## config.mk

```make
export PLATFORM = sky130hd
export DESIGN_NAME = store_buffer
export DESIGN_NICKNAME = d
export VERILOG_FILES = /design/src/rtl/store_buffer_pkg.sv /design/src/rtl/store_buffer_fmt.sv /design/src/rtl/store_buffer.sv
export SDC_FILE = /design/constraint.sdc
export NUM_CORES = 1
export LEC_CHECK = 0
export ABC_AREA = 1
export ABC_CLOCK_PERIOD_IN_PS = 3100
export CORE_MARGIN = 2
export CORE_UTILIZATION = 55
export DETAILED_ROUTE_END_ITERATION = 7
export PLACE_DENSITY = 0.82
export SYNTH_ARGS = -nofsm -noshare
export SYNTH_HDL_FRONTEND = slang
export SYNTH_SLANG_ARGS = --single-unit
```

## constraint.sdc

```tcl
create_clock -name clk -period 3.1 [get_ports clk]
set_input_delay 0.62 -clock clk [delete_from_list [all_inputs] [get_ports clk]]
set_output_delay 0.62 -clock clk [all_outputs]
set_load 0.005 [all_outputs]
```

## src/rtl/store_buffer_pkg.sv

```systemverilog
// store_buffer_pkg: shared definitions for the store buffer.
//   - st_op encodings (SW, SH, SB, SWL, SWR; 5..7 reserved)
//   - SRAM size encodings
//   - buffered entry layout {addr, size, wstrb, wdata} and its width
//   - drain FSM state encodings
package store_buffer_pkg;

  localparam logic [2:0] OP_SW  = 3'd0;
  localparam logic [2:0] OP_SH  = 3'd1;
  localparam logic [2:0] OP_SB  = 3'd2;
  localparam logic [2:0] OP_SWL = 3'd3;
  localparam logic [2:0] OP_SWR = 3'd4;

  localparam logic [1:0] SIZE_BYTE = 2'd0;
  localparam logic [1:0] SIZE_HALF = 2'd1;
  localparam logic [1:0] SIZE_WORD = 2'd2;

  // addr(32) + size(2) + wstrb(4) + wdata(32)
  localparam int ENTRY_W = 70;

  typedef struct packed {
    logic [31:0] addr;
    logic [1:0]  size;
    logic [3:0]  wstrb;
    logic [31:0] wdata;
  } sb_entry_t;

  typedef enum logic [1:0] {
    ST_IDLE = 2'd0,
    ST_REQ  = 2'd1,
    ST_WAIT = 2'd2
  } sb_state_t;

endpackage

```

## src/rtl/store_buffer_fmt.sv

```systemverilog
// store_fmt: combinational store formatter.
// Turns a committed store (st_op, st_addr, st_data) into the SRAM-ready
// fields (fmt_addr, fmt_size, fmt_wstrb, fmt_wdata) with lane-aligned data.
// Ports:
//   st_op[2:0]   in   store opcode (see store_buffer_pkg)
//   st_addr[31:0] in  byte address
//   st_data[31:0] in  rt register value
//   fmt_addr, fmt_size, fmt_wstrb, fmt_wdata  out  formatted entry fields
module store_fmt
  import store_buffer_pkg::*;
(
  input  logic [2:0]  st_op,
  input  logic [31:0] st_addr,
  input  logic [31:0] st_data,
  output logic [31:0] fmt_addr,
  output logic [1:0]  fmt_size,
  output logic [3:0]  fmt_wstrb,
  output logic [31:0] fmt_wdata
);

  logic [1:0] off;
  assign off = st_addr[1:0];

  always_comb begin
    // Reserved opcodes fall through with these defaults: no lanes enabled,
    // but the request is still issued.
    fmt_addr  = st_addr;
    fmt_size  = SIZE_WORD;
    fmt_wstrb = 4'b0000;
    fmt_wdata = st_data;
    case (st_op)
      OP_SW: begin
        fmt_wstrb = 4'b1111;
      end
      OP_SH: begin
        fmt_size  = SIZE_HALF;
        fmt_wstrb = off[1] ? 4'b1100 : 4'b0011;
        fmt_wdata = {2{st_data[15:0]}};
      end
      OP_SB: begin
        fmt_size  = SIZE_BYTE;
        fmt_wstrb = 4'b0001 << off;
        fmt_wdata = {4{st_data[7:0]}};
      end
      OP_SWL: begin
        // Upper (off+1) bytes of rt land in the low lanes of the word.
        fmt_addr  = {st_addr[31:2], 2'b00};
        fmt_wstrb = 4'b1111 >> (2'd3 - off);
        fmt_wdata = st_data >> {(2'd3 - off), 3'b000};
      end
      OP_SWR: begin
        // Lower (4-off) bytes of rt land in the high lanes of the word.
        fmt_addr  = {st_addr[31:2], 2'b00};
        fmt_wstrb = 4'b1111 << off;
        fmt_wdata = st_data << {off, 3'b000};
      end
      default: begin
      end
    endcase
  end

endmodule

```

## src/rtl/store_buffer.sv

```systemverilog
// store_buffer: FIFO of committed stores drained to the data SRAM one write
// at a time, with a load-stall probe.
// Handshakes:
//   st_valid/st_ready : a store is taken on a cycle with both high; st_ready is
//                       simply !sb_full (no bypass while full, even on a pop).
//   data_sram_req/addr_ok : request is taken on a cycle with both high; all
//                       data_sram_* outputs hold steady while req waits.
//   data_sram_data_ok : completes the single outstanding write; ignored
//                       unless the drain FSM is in WAIT.
// Ports: clk, resetn (async active-low); st_valid, st_ready, st_op, st_addr,
//   st_data; data_sram_req, _wr, _size, _wstrb, _addr, _wdata, _addr_ok,
//   _data_ok; ld_valid, ld_addr, ld_stall; sb_empty, sb_full; dbg_state
//   (drain FSM state).
// Build option: STORE_BUF_ADDR_CHECK_EN -- when defined, a load stalls only on
//   a word-address match with an occupied entry; otherwise on any occupancy.
module store_buffer
  import store_buffer_pkg::*;
#(
  parameter int DEPTH = 4
) (
  input  logic        clk,
  input  logic        resetn,
  input  logic        st_valid,
  output logic        st_ready,
  input  logic [2:0]  st_op,
  input  logic [31:0] st_addr,
  input  logic [31:0] st_data,
  output logic        data_sram_req,
  output logic        data_sram_wr,
  output logic [1:0]  data_sram_size,
  output logic [3:0]  data_sram_wstrb,
  output logic [31:0] data_sram_addr,
  output logic [31:0] data_sram_wdata,
  input  logic        data_sram_addr_ok,
  input  logic        data_sram_data_ok,
  input  logic        ld_valid,
  input  logic [31:0] ld_addr,
  output logic        ld_stall,
  output logic        sb_empty,
  output logic        sb_full,
  output logic [1:0]  dbg_state
);

  localparam int PTR_W = $clog2(DEPTH);
  localparam int CNT_W = PTR_W + 1;
  localparam logic [CNT_W-1:0] CNT_DEPTH = CNT_W'(DEPTH);

  sb_state_t state_q, state_d;
  logic [PTR_W-1:0] wr_ptr_q, wr_ptr_d;
  logic [PTR_W-1:0] rd_ptr_q, rd_ptr_d;
  logic [CNT_W-1:0] count_q, count_d;
  logic [ENTRY_W-1:0] mem_q [DEPTH];
  logic [ENTRY_W-1:0] mem_d [DEPTH];

  logic [31:0] fmt_addr;
  logic [1:0]  fmt_size;
  logic [3:0]  fmt_wstrb;
  logic [31:0] fmt_wdata;
  sb_entry_t   fmt_entry;
  sb_entry_t   head_entry;
  logic        enq;
  logic        pop;
  logic        ld_addr_unused;

  store_fmt u_fmt (
    .st_op    (st_op),
    .st_addr  (st_addr),
    .st_data  (st_data),
    .fmt_addr (fmt_addr),
    .fmt_size (fmt_size),
    .fmt_wstrb(fmt_wstrb),
    .fmt_wdata(fmt_wdata)
  );

  assign fmt_entry = '{addr: fmt_addr, size: fmt_size, wstrb: fmt_wstrb, wdata: fmt_wdata};

  assign sb_full   = (count_q == CNT_DEPTH);
  assign st_ready  = !sb_full;
  assign sb_empty  = (count_q == '0) && (state_q == ST_IDLE);
  assign enq       = st_valid && st_ready;
  // Only a data_ok in WAIT retires the head; strays elsewhere are dropped.
  assign pop       = (state_q == ST_WAIT) && data_sram_data_ok;
  assign dbg_state = state_q;

  // Drain FSM next state. IDLE looks at the incoming enqueue as well so a
  // store into an empty buffer is requested on the very next cycle.
  always_comb begin
    state_d = state_q;
    case (state_q)
      ST_IDLE: if ((count_q != '0) || enq) state_d = ST_REQ;
      ST_REQ:  if (data_sram_addr_ok) state_d = ST_WAIT;
      ST_WAIT: begin
        if (data_sram_data_ok) begin
          state_d = ((count_q > CNT_W'(1)) || enq) ? ST_REQ : ST_IDLE;
        end
      end
      default: state_d = ST_IDLE;
    endcase
  end

  // FIFO pointers, count and storage. The head stays occupied through
  // REQ and WAIT and is only released by the pop.
  always_comb begin
    wr_ptr_d = wr_ptr_q;
    rd_ptr_d = rd_ptr_q;
    count_d  = count_q;
    for (int i = 0; i < DEPTH; i++) mem_d[i] = mem_q[i];
    if (enq) begin
      mem_d[wr_ptr_q] = fmt_entry;
      wr_ptr_d        = wr_ptr_q + PTR_W'(1);
    end
    if (pop) rd_ptr_d = rd_ptr_q + PTR_W'(1);
    case ({enq, pop})
      2'b10:   count_d = count_q + CNT_W'(1);
      2'b01:   count_d = count_q - CNT_W'(1);
      default: count_d = count_q;
    endcase
  end

  always_ff @(posedge clk or negedge resetn) begin
    if (!resetn) begin
      state_q  <= ST_IDLE;
      wr_ptr_q <= '0;
      rd_ptr_q <= '0;
      count_q  <= '0;
      for (int i = 0; i < DEPTH; i++) mem_q[i] <= '0;
    end else begin
      state_q  <= state_d;
      wr_ptr_q <= wr_ptr_d;
      rd_ptr_q <= rd_ptr_d;
      count_q  <= count_d;
      for (int i = 0; i < DEPTH; i++) mem_q[i] <= mem_d[i];
    end
  end

  // SRAM request: driven from the head entry only while in REQ; the head
  // cannot change until the pop, which gives the hold property for free.
  always_comb begin
    head_entry      = sb_entry_t'(mem_q[rd_ptr_q]);
    data_sram_req   = (state_q == ST_REQ);
    data_sram_wr    = data_sram_req;
    data_sram_size  = '0;
    data_sram_wstrb = '0;
    data_sram_addr  = '0;
    data_sram_wdata = '0;
    if (data_sram_req) begin
      data_sram_size  = head_entry.size;
      data_sram_wstrb = head_entry.wstrb;
      data_sram_addr  = head_entry.addr;
      data_sram_wdata = head_entry.wdata;
    end
  end

`ifdef STORE_BUF_ADDR_CHECK_EN
  // An entry is occupied when its distance from the read pointer (modulo
  // DEPTH) is below the count.
  logic addr_hit;
  always_comb begin
    addr_hit = 1'b0;
    for (int i = 0; i < DEPTH; i++) begin
      if ((CNT_W'(PTR_W'(i) - rd_ptr_q) < count_q) &&
          (mem_q[i][ENTRY_W-1 -: 30] == ld_addr[31:2])) begin
        addr_hit = 1'b1;
      end
    end
  end
  assign ld_stall       = ld_valid && addr_hit;
  assign ld_addr_unused = ^ld_addr[1:0];
`else
  assign ld_stall       = ld_valid && !sb_empty;
  assign ld_addr_unused = ^ld_addr;
`endif

endmodule

```

==> results.cfg <==
[outcome]
run_status = finished, violations left
failed_checks = negative setup slack

[critical_path]
r2r_startpoint = count_q[0]
crit_path_cell_trace = inv_8 > buf_4 > o21ai_0 > a21oi_1 > clkdlybuf4s50_1
path_max_fanout = 19
ff2ff_setup_slack_ns = 0.98
critPathSlowestCell = sky130_fd_sc_hd__dfrtp_4
startpoint_type = flop
critPathRequiredTime_ns = 2.48
path_class = flop to primary output
crit_arrival_ns = 2.49
type_of_element_capturing_the_critical_path = primary output
cpPeakStageDelay_ns = 0.58
crit_start = rd_ptr_q[0]

[global_route]
first_global_vias = 13900
grt_util_all_layers_pct = 30.2
grt_pass1_wl_um = 70300
grt_remaining_overflow = 0
number_of_antenna_violations_at_the_first_check_in_global_routing = 1
grt_max_degree = 105

[synthesis]
synth-seq-area-share_pct = 47.7
syn-instance-count = 2093
yosys.area.top_type_share_pct = 47.7
mappedNetlistArea_um2 = 15200
postSynth.asyncResetShare_pct = 100
ys_top_cells_by_count = sky130_fd_sc_hd__nand2_1, sky130_fd_sc_hd__nor2_1, sky130_fd_sc_hd__o21ai_0
ys_top_cells_by_area = sky130_fd_sc_hd__dfrtp_1, sky130_fd_sc_hd__nand2_1, sky130_fd_sc_hd__o21ai_0
synth-main-ff-cell = sky130_fd_sc_hd__dfrtp_1
synth.most_common_cell = sky130_fd_sc_hd__nand2_1
synth_seq_cells = 289
post_synth.cell_area_avg_um2 = 7.25
yosysWarningCount = 0
synth_cell_type_count = 33
synth_nets = 2207
synth-edff-count = 0
biggest_area_consumer_among_synthesized_cells = sky130_fd_sc_hd__dfrtp_1

[floorplan]
core_region_area_um2 = 27000
top_level_port_count = 183
floorplan.initialDensity_pct = 56.2
die-width_um = 170
die-area_um2 = 28900
fp-row-count = 60
die-height_um = 170

[sta]
grt_setup_unrepaired = yes
fin_ws_ns = -0.00679
hold_viol_final = 0
clock_skew_ns = 0.0123
setup-violations-final = 2
timing_worst_slew_pin_value_ns = 0.729
period_minus_slack_ns = 3.11
achievable-frequency_mhz = 322
maxSlewHeadroom_pct = 51.4
fin_setup_tns_ns = -0.00835
final_max_slew_viol_count = 0
timing.final.crit_share_pct = 100

[drt]
drt-initial-drc-count = 1827
dr.pass1.iters = 6
wl_per_cell_um = 17.8
routed-via-count = 14800
via_per_inst = 5.80
remaining_drcs = 0
post_route_ant_nets = 0
totalWireLength_um = 45400

[final_layout]
final_layout_size_suffix_gt1_share_pct = 7.02
postLayoutCoreUtil_pct = 67.6
fin_area_um2 = 18300
fin_nets = 2298
area_growth_syn_to_layout_pct = 20.4

[clock_tree]
clock_transition_at_the_registers_of_the_reported_paths_ns = 0.06
worst_skew_pair.late_latency_ns = 0.56
h-tree-depth = 1
clock-sinks = 289
cts_tree = built
ctsHoldBuffers = 0
clock_tree.buffer_depth = 3
cts_made_buffers = 30
cts_root_buffer = sky130_fd_sc_hd__clkbuf_16

[pwr]
total_leakage_power_nw = 9.11
fin_total_pwr_mw = 18.6
pwr_density_cell_nw_per_um2 = 1020
ir_worst_vdd_mv = 0.632

[placement]
dp.final_hpwl_um = 26100
port-buffer-count = 150
placedInstanceArea_um2 = 17000
gp_routability_congestion = 0.990

[worst_hold_path]
worst_hold_path_type = primary input to async pin

[job]
max_cap_violations = 0
==> sequential cells by signal (all words and copies together), names as in the netlist <==
signal and flops:
dbg_state 2, rd_ptr_q 2, wr_ptr_q 2, count_q 3, mem_q 280
==> cell type report <==
| cell class | count | area, um2 |
|---|---|---|
| Antenna cell | 1 | 2.50 |
| Clock buffer | 44 | 855 |
| Clock inverter | 12 | 145 |
| Fill cell | 2160 | 8750 |
| Inverter | 97 | 379 |
| Multi-Input combinational cell | 1565 | 6970 |
| Sequential cell | 289 | 7240 |
| Tap cell | 341 | 427 |
| Timing Repair Buffer | 201 | 2270 |
==> power breakdown <==
part / switching [mW] / internal (mW)
logic: 5.04 / 3.53
clock network: 1.49 / 2.16
registers: 0.931 / 5.47
==> cells by family (layout without fill, tap and decap cells) <==
| group | after synthesis | after routing | synth area share (%) |
|---|---|---|---|
| AO/OA/AOI/OAI | 409 | 409 | 13.7 |
| buffers and inverters | 239 | 354 | 6.74 |
| AND/OR/NAND/NOR | 1141 | 1141 | 30.8 |
| XOR/XNOR | 6 | 6 | 0.346 |
| other | 0 | 1 | 0 |
| flip-flops | 289 | 289 | 47.7 |
| adder cells (fa/ha/maj) | 9 | 9 | 0.742 |
==> final timing paths <==
path	end	depth (start not counted)
worst max-delay path	data_sram_wdata[26]	5
worst min-delay path	mem_q[271]	1
worst max register to register	mem_q[26]	10
worst min register to register	mem_q[35]	2
max in group asynchronous	mem_q[193]	2
min in group clk	mem_q[35]	2
==> through the flow <==
step                instances  worst slack, ns  hold slack [ns]
floorplan                2093             1.22            0.324
global placement         2484            0.421            0.456
detailed placement       2484            0.375            0.460
CTS                      2541         0.000316            0.110
global route             2549          -0.0744            0.128
finish                   2550         -0.00679           0.0833
==> worst max-delay path: cells and delay by family, from the launching register on <==
family	cells	cell delay (ns)
buffers and inverters	3	0.96
DFF	1	0.58
AOI/OAI and AO/OA	2	0.38
==> what timing repair did <==
item,in CTS,in global routing
setup buffers,0,1
pin swaps,0,7
gates cloned,1,7
setup endpoints to repair,55,53
resized for setup,9,28
==> metal layers <==
metal | vias to the layer above | wire, um | track usage (%)
met5 | - | 0 | 0
met4 | 0 | 1510 | 11.6
met3 | 116 | 4870 | 5.14
met2 | 879 | 20700 | 49.0
met1 | 6918 | 18300 | 40.9
li1 | 6873 | - | -
==> layout by cell type, fill, tap and decap left out, types with 14 or more instances in the layout <==
cell type	netlist	layout
sky130_fd_sc_hd__a21oi_1	76	71
sky130_fd_sc_hd__buf_4	6	25
sky130_fd_sc_hd__clkbuf_16	0	36
sky130_fd_sc_hd__o21ai_1	19	19
sky130_fd_sc_hd__clkdlybuf4s50_1	0	134
sky130_fd_sc_hd__dlymetal6s2s_1	0	14
sky130_fd_sc_hd__nand3_1	71	71
sky130_fd_sc_hd__nand2_1	669	669
sky130_fd_sc_hd__nand4_1	19	19
sky130_fd_sc_hd__o21ai_0	302	302
sky130_fd_sc_hd__nor2_1	340	339
sky130_fd_sc_hd__inv_1	86	85
sky130_fd_sc_hd__dfrtp_1	289	287
sky130_fd_sc_hd__nand3_2	22	22
(Power assumes the default switching activity.)
